$ cat src/rtl/hazard_sequencer.sv
// Pipeline hazard control: load-use bubbles, branch flushes, operand forwarding
// and a stall sequencer for the multi-cycle mul/div unit with timeout abort.
module hazard_sequencer #(
  parameter int unsigned MD_TIMEOUT = 64
) (
  input  logic        clk,
  input  logic        reset,
  input  logic [4:0]  readRegister1_D,
  input  logic [4:0]  readRegister2_D,
  input  logic [4:0]  readRegister1_E,
  input  logic [4:0]  readRegister2_E,
  input  logic [4:0]  writeReg_E,
  input  logic        memRead_E,
  input  logic        regWrite_M,
  input  logic        regWrite_W,
  input  logic [4:0]  writeReg_M,
  input  logic [4:0]  writeReg_W,
  input  logic        pcSrc_E,
  input  logic        mdStart_E,
  input  logic        mdDone,
  output logic        stall_F,
  output logic        stall_D,
  output logic        stall_E,
  output logic        flush_D,
  output logic        flush_E,
  output logic        flush_M,
  output logic [1:0]  forwardA_E,
  output logic [1:0]  forwardB_E,
  output logic        md_busy,
  output logic        md_error,
  output logic [31:0] stallCycles
);

  localparam int unsigned CW = (MD_TIMEOUT > 1) ? $clog2(MD_TIMEOUT) : 1;

  typedef enum logic {RUN, MD_WAIT} state_t;

  state_t        state, state_nxt;
  logic [CW-1:0] wait_cnt, wait_cnt_nxt;
  logic          md_error_nxt;
  logic          md_stall;
  logic          load_use;

  // State register, wait counter, sticky error and saturating stall counter
  always_ff @(posedge clk) begin
    if (reset) begin
      state       <= RUN;
      wait_cnt    <= '0;
      md_error    <= 1'b0;
      stallCycles <= '0;
    end else begin
      state    <= state_nxt;
      wait_cnt <= wait_cnt_nxt;
      md_error <= md_error_nxt;
      if (stall_F && (stallCycles != 32'hFFFF_FFFF))
        stallCycles <= stallCycles + 32'd1;
    end
  end

  // Mul/div sequencing; a start that completes in the same cycle never stalls
  always_comb begin
    state_nxt    = state;
    wait_cnt_nxt = wait_cnt;
    md_error_nxt = md_error;
    md_stall     = 1'b0;
    case (state)
      RUN: begin
        if (mdStart_E && !mdDone) begin
          md_stall     = 1'b1;
          state_nxt    = MD_WAIT;
          wait_cnt_nxt = '0;
        end
      end
      MD_WAIT: begin
        if (mdDone) begin
          state_nxt = RUN;
        end else if (wait_cnt == CW'(MD_TIMEOUT - 1)) begin
          state_nxt    = RUN;
          md_error_nxt = 1'b1;
        end else begin
          md_stall     = 1'b1;
          wait_cnt_nxt = wait_cnt + CW'(1);
        end
      end
      default: state_nxt = RUN;
    endcase
  end

  assign load_use = memRead_E && (writeReg_E != 5'd0) &&
                    ((writeReg_E == readRegister1_D) || (writeReg_E == readRegister2_D));

  // Stall/flush priority: mul/div wait, then branch redirect, then load-use bubble
  always_comb begin
    stall_F = 1'b0;
    stall_D = 1'b0;
    stall_E = 1'b0;
    flush_D = 1'b0;
    flush_E = 1'b0;
    flush_M = 1'b0;
    if (!reset) begin
      if (md_stall) begin
        stall_F = 1'b1;
        stall_D = 1'b1;
        stall_E = 1'b1;
        flush_M = 1'b1;
      end else if (pcSrc_E) begin
        flush_D = 1'b1;
        flush_E = 1'b1;
      end else if (load_use) begin
        stall_F = 1'b1;
        stall_D = 1'b1;
        flush_E = 1'b1;
      end
    end
  end

  // Forwarding muxes, MEM result is newer than WB so it wins
  always_comb begin
    forwardA_E = 2'b00;
    forwardB_E = 2'b00;
    if (!reset) begin
      if (regWrite_M && (writeReg_M != 5'd0) && (writeReg_M == readRegister1_E))
        forwardA_E = 2'b10;
      else if (regWrite_W && (writeReg_W != 5'd0) && (writeReg_W == readRegister1_E))
        forwardA_E = 2'b01;
      if (regWrite_M && (writeReg_M != 5'd0) && (writeReg_M == readRegister2_E))
        forwardB_E = 2'b10;
      else if (regWrite_W && (writeReg_W != 5'd0) && (writeReg_W == readRegister2_E))
        forwardB_E = 2'b01;
    end
  end

  assign md_busy = (state == MD_WAIT);

endmodule

$ cat config.mk
export PLATFORM = sky130hd
export DESIGN_NAME = hazard_sequencer
export DESIGN_NICKNAME = d
export VERILOG_FILES = /design/src/rtl/hazard_sequencer.sv
export SDC_FILE = /design/constraint.sdc
export NUM_CORES = 1
export LEC_CHECK = 0
export ABC_CLOCK_PERIOD_IN_PS = 2700
export CORE_MARGIN = 2
export CORE_UTILIZATION = 47
export CTS_BUF_LIST = sky130_fd_sc_hd__clkbuf_4 sky130_fd_sc_hd__clkbuf_8
export DETAILED_ROUTE_END_ITERATION = 10
export PLACE_DENSITY = 0.83
export SLEW_MARGIN = 20
export SYNTH_ARGS = -nofsm -noshare
export SYNTH_HDL_FRONTEND = slang
export SYNTH_SLANG_ARGS = --single-unit
$ cat constraint.sdc
create_clock -name clk -period 2.7 [get_ports clk]
set_input_delay 0.27 -clock clk [delete_from_list [all_inputs] [get_ports clk]]
set_output_delay 0.27 -clock clk [all_outputs]
set_load 0.01 [all_outputs]
==> results.json, run 1 <==
{
  "status": "completed",
  "clk_latency_ns": 0.29,
  "cp.arrival_ns": 2.31,
  "drive_above_1_share": 0.0730,
  "diodes": 0,
  "cts_tree": "yes",
  "cap_viol_max_count": 0,
  "instances_no_fill": 467,
  "cts_sinks": 40,
  "syn_area_um2": 2490,
  "start_util": 0.488,
  "internal_power_uw": 934,
  "async_flop_share": 0,
  "ir_worst_vdd_mv": 0.218,
  "clkTransAtPathRegs_ns": 0.07,
  "seq_power_share": 0.485,
  "clock-root-buffer": "clkbuf_8",
  "io_buffers": 86,
  "die_height_um": 76.8,
  "dp_cells": 460,
  "hpwl_um": 5190,
  "grt_pass1_vias": 2497,
  "track_usage": 0.232,
  "synth_nets": 347,
  "nFillCells": 423,
  "h-tree-depth": 2,
  "drt-total-wl_um": 6820,
  "antenna_found_initial": 0,
  "rows": 26,
  "worst_pin_slew_ns": 0.389,
  "ant_nets": 0,
  "worstSetupPathType": "in2out",
  "endpoint_kind": "primary output",
  "place.gp.congestion": 0.845,
  "grt_pass1_wl_um": 11400,
  "fin_ws_ns": 0.120,
  "worst-r2r-setup-slack_ns": 0.36,
  "switching_power_uw": 296,
  "slew_violations": 0,
  "synth_edf_count": 0,
  "wl_per_cell_um": 14.6,
  "ys_types": 41,
  "firstDrtPassIters": 5,
  "clock_skew_ns": 0.00324,
  "ios": 87,
  "die_x_um": 76.8,
  "fmax_mhz": 388,
  "cts_setup_buffers": 0,
  "power.density_nw_per_um2": 344,
  "ys_ff_latch": 40,
  "vias_per_cell": 5.84,
  "ys.flop_type": "dfxtp_1",
  "setup_tns_ns": 0,
  "drc": 0,
  "worstHoldPathType": "reg2reg",
  "clock_path_buffers": 2,
  "cp.required_ns": 2.43,
  "die_area_um2": 5900,
  "synth.avg_cell_area_um2": 8.24,
  "combPwrFrac": 0.168,
  "numCtsBuffers": 5,
  "cellLeakagePower_uw": 0.00124,
  "start_kind": "input port",
  "grt_max_degree": 46,
  "period_needed_ns": 2.58,
  "hold_ws_ns": 0.482,
  "sw_frac_of_total": 0.241,
  "rsz0062_at_grt": "false",
  "post-place-ws_ns": -0.189,
  "vias": 2726,
  "finalSetupViolations": 0,
  "clockPowerShare": 0.347,
  "crit_fanout": 4,
  "post-route-period-util": 0.956,
  "synth_cells": 302,
  "drt_iter0_drc": 134,
  "yosysWarnings": 0,
  "grt_overflow": 0,
  "slew_headroom": 0.741,
  "coreArea_um2": 5110,
  "hold_viol_final": 0,
  "yosysSeqAreaShare": 0.322,
  "final_nets": 442,
  "syn_to_final_growth_pct": 43.6
}
[placed cells by master, fill, tap and decap left out, types with 14 or more instances in the layout]
cell / Yosys / routed
clkdlybuf4s50_1: 0 / 82
or4_1: 26 / 26
a21oi_1: 26 / 26
nor2_1: 14 / 14
xor2_1: 22 / 22
o31ai_1: 18 / 18
dfxtp_1: 40 / 40
buf_4: 2 / 18
nand3_1: 21 / 21
nand2_1: 19 / 19
[timing repair]
item	4_1_cts	5_1_grt
resized for setup	4	2
pin swaps	1	0
setup endpoints to repair	4	2
hold buffers	0	0
[kinds of logic (layout without fill, tap and decap cells)]
logic type | Yosys count | after routing | synth area share
AO/OA/AOI/OAI | 72 | 72 | 0.190
XOR/XNOR | 33 | 33 | 0.116
adder cells (fa/ha/maj) | 2 | 2 | 0.0100
buffers and inverters | 22 | 117 | 0.0452
flip-flops | 40 | 40 | 0.322
multiplexers | 3 | 3 | 0.0131
AND/OR/NAND/NOR | 130 | 130 | 0.304
[critical path, cell delays in order]
cell and delay [ns]:
clkdlybuf4s50_1 0.44, or4_1 0.56, o21ai_0 0.17, buf_4 0.15, nor3_1 0.05, nor4_1 0.35
clkdlybuf4s15_1 0.33
[metrics by stage]
step | cell area [um2] | power, uW | utilization
global placement | 3480 | 810 | 0.682
finish | 3580 | 1230 | 0.700
floorplan | 2490 | 695 | -
global route | 3580 | 1280 | 0.700
detailed placement | 3480 | 818 | 0.682
CTS | 3570 | 1240 | 0.700
[final timing paths]
path / from / to / depth (start not counted)
worst max register to register: wait_cnt[0] / stallCycles[21] / 8
worst min register to register: md_error / md_error / 2
worst min-delay path: md_error / md_error / 2
worst max-delay path: writeReg_M[1] / forwardA_E[0] / 7
[power groups by stage]
stage / clock network [uW] / registers, uW / logic [uW]
after floorplan: 0 / 610 / 85.0
after global placement: 0 / 610 / 200
after detailed placement: 0 / 610 / 208
after CTS: 434 / 596 / 207
after global routing: 463 / 597 / 224
final: 426 / 596 / 207
[sequential cells by signal, summed over array words and instances, names as in the netlist]
name / cells
wait_cnt: 6
md_error: 1
stallCycles: 32
md_busy: 1
[cells in the mapped netlist, types with 6 or more instances]
cell | n | share of area
or4_1 | 26 | 0.078
or3_1 | 7 | 0.018
buf_2 | 6 | 0.012
xnor2_1 | 11 | 0.039
nand3_1 | 21 | 0.042
dfxtp_1 | 40 | 0.32
nor3_1 | 8 | 0.016
a21oi_1 | 26 | 0.052
nand2_1 | 19 | 0.029
nor2_1 | 14 | 0.021
and3_1 | 11 | 0.028
o31ai_1 | 18 | 0.054
xor2_1 | 22 | 0.077
clkbuf_1 | 6 | 0.0090
o21ai_0 | 10 | 0.020
nand4_1 | 7 | 0.018
inv_1 | 6 | 0.0090
[area by class of cell]
| cell class | count | area [um2] | share of cell area |
|---|---|---|---|
| multi-input combinational | 240 | 1580 | 0.441 |
| timing repair buffer | 104 | 992 | 0.277 |
| sequential | 40 | 801 | 0.224 |
| clock buffer | 7 | 96.3 | 0.0269 |
| tap | 70 | 87.6 | 0.0245 |
| inverter | 6 | 22.5 | 0.00630 |
[routing by layer]
layer	routed length [um]	vias to the layer above	track usage	share of wire
met5	0	-	0	0
met4	110	0	0.0727	0.016
met3	483	13	0.0624	0.071
met2	3380	98	0.418	0.50
met1	2850	1266	0.266	0.42
li1	-	1349	-	-
Note: power is estimated with default switching activity, not from simulation.
==> run 2: changes to the inputs <==
--- a/config.mk
+++ b/config.mk
@@ -10,6 +10,7 @@
 export CORE_UTILIZATION = 47
 export CTS_BUF_LIST = sky130_fd_sc_hd__clkbuf_4 sky130_fd_sc_hd__clkbuf_8
 export DETAILED_ROUTE_END_ITERATION = 10
+export GPL_ROUTABILITY_DRIVEN = 0
 export PLACE_DENSITY = 0.83
 export SLEW_MARGIN = 20
 export SYNTH_ARGS = -nofsm -noshare
==> results of run 2 <==
No change in the layout: final DEF, timing and power equal those of run 1.
==> run 3: changes to the inputs <==
--- a/config.mk
+++ b/config.mk
@@ -12,6 +12,7 @@
 export DETAILED_ROUTE_END_ITERATION = 10
 export GPL_ROUTABILITY_DRIVEN = 0
 export PLACE_DENSITY = 0.83
+export SETUP_SLACK_MARGIN = 0.2
 export SLEW_MARGIN = 20
 export SYNTH_ARGS = -nofsm -noshare
 export SYNTH_HDL_FRONTEND = slang
==> results.json, run 3 (synthesis results as in run 1) <==
{
  "regMostFlops": "stallCycles",
  "grt_overflow": 0,
  "cellLeakagePower_uw": 0.00129,
  "clock_path_buffers": 2,
  "seq_power_share": 0.483,
  "antenna_found_initial": 0,
  "largest_register_ffs": 32,
  "cts_sinks": 40,
  "final_nets": 443,
  "clkTransAtPathRegs_ns": 0.07,
  "seq_area_um2": 802,
  "slew_violations": 0,
  "setup_tns_ns": 0,
  "clk_latency_ns": 0.29,
  "grt_pass1_vias": 2504,
  "clock_skew_ns": 0.00400,
  "slew_headroom": 0.733,
  "numCtsBuffers": 5,
  "fmax_mhz": 414,
  "syn_to_final_growth_pct": 45.3,
  "r2r_end": "stallCycles[15]",
  "coreArea_um2": 5110,
  "vias": 2749,
  "worst-r2r-setup-slack_ns": 0.52,
  "endpoint_kind": "primary output",
  "hp-start": "md_error",
  "die_height_um": 76.8,
  "wl_per_cell_um": 14.9,
  "reg2regPathDepth": 5,
  "multi_input_area_um2": 1610,
  "drt-total-wl_um": 6970,
  "ant_nets": 0,
  "rsz0062_at_grt": "false",
  "die_x_um": 76.8,
  "cap_viol_max_count": 0,
  "whs_endpoint": "md_error",
  "cp.arrival_ns": 2.14,
  "post-route-period-util": 0.894,
  "period_needed_ns": 2.41,
  "hold_viol_final": 0,
  "ctsHoldBuffers": 0,
  "vias_per_cell": 5.87,
  "drt_iter0_drc": 168,
  "cts_tree": "yes",
  "h-tree-depth": 2,
  "power.density_nw_per_um2": 342,
  "hpwl_um": 5190,
  "cp.required_ns": 2.43,
  "clockPowerShare": 0.345,
  "status": "completed",
  "diodes": 0,
  "nFillCells": 410,
  "firstDrtPassIters": 5,
  "instances_no_fill": 468,
  "start_util": 0.488,
  "internal_power_uw": 936,
  "grt_max_degree": 46,
  "min_path_cells": 2,
  "clock-root-buffer": "clkbuf_8",
  "final_common_cell": "clkdlybuf4s50_1",
  "drive_above_1_share": 0.101,
  "hold_ws_ns": 0.484,
  "worstHoldPathType": "reg2reg",
  "combPwrFrac": 0.172,
  "dp_cells": 460,
  "grt_pass1_wl_um": 11400,
  "io_buffers": 86,
  "finalSetupViolations": 0,
  "power_uw": 1240,
  "final_cell_mix": "78 x clkdlybuf4s50_1, 39 x dfxtp_1, 26 x or4_1, 26 x a21oi_1, 22 x xor2_1",
  "die_area_um2": 5900,
  "ios": 87,
  "worst_pin_slew_ns": 0.401,
  "track_usage": 0.234,
  "ir_worst_vdd_mv": 0.220,
  "rows": 26,
  "reg2reg_from": "stallCycles[2]",
  "worstSetupPathType": "in2out",
  "reg.largest.list": "stallCycles: 32 flops, wait_cnt: 6 flops",
  "sw_frac_of_total": 0.242,
  "start_kind": "input port",
  "crit_fanout": 4,
  "switching_power_uw": 300,
  "drc": 0
}
[run 3: critical path: stages]
cell and delay [ns]:
clkdlybuf4s50_1 0.44, or4_1 0.56, o21ai_0 0.17, buf_4 0.15, nor4_1 0.05, clkdlybuf4s50_1 0.51
[run 3: worst max path at each step]
stage          slack [ns]              to     startpoint  cells past startpoint
2_1_floorplan        0.49  stallCycles[6]    wait_cnt[0]                      9
3_3_place_gp        0.006   forwardA_E[0]  writeReg_M[1]                      7
3_5_place_dp        -0.19   forwardA_E[0]  writeReg_M[1]                      7
4_1_cts              0.13   forwardA_E[0]  writeReg_M[1]                      7
5_1_grt              0.21   forwardB_E[1]  writeReg_M[1]                      6
6_report             0.29   forwardB_E[1]  writeReg_M[1]                      6
[run 3: timing repair]
action | in CTS | in global routing
setup buffers | 0 | 1
gates resized for setup | 7 | 17
endpoints found under the setup margin | 6 | 21
hold endpoints to repair | 0 | 0
pin swaps | 1 | 2
[run 3: final cells by class]
class | instances | area share
multi-input cells | 240 | 0.444
inverters | 6 | 0.00622
well taps | 70 | 0.0242
clock buffers | 7 | 0.0266
flip-flops and latches | 40 | 0.222
repair buffers | 105 | 0.278
[run 3: routing by layer]
layer / GRT usage / up-vias / part of all wire
li1: - / 1347 / -
met1: 0.266 / 1276 / 0.41
met2: 0.425 / 114 / 0.50
met3: 0.0624 / 12 / 0.075
met4: 0.0727 / 0 / 0.015
met5: 0 / - / 0
[run 3: power by group through the flow]
stage | logic (uW) | registers, uW | clock network (uW)
4_1_cts | 208 | 596 | 434
6_report | 213 | 597 | 426
2_1_floorplan | 85.0 | 610 | 0
5_1_grt | 229 | 597 | 463
3_3_place_gp | 200 | 610 | 0
3_5_place_dp | 208 | 610 | 0
[run 3: per-stage QoR]
stage	setup slack (ns)	area [um2]	util
2_1_floorplan	0.489	2490	-
3_3_place_gp	0.00642	3480	0.682
3_5_place_dp	-0.189	3480	0.682
4_1_cts	0.131	3580	0.701
5_1_grt	0.207	3620	0.708
6_report	0.285	3620	0.708
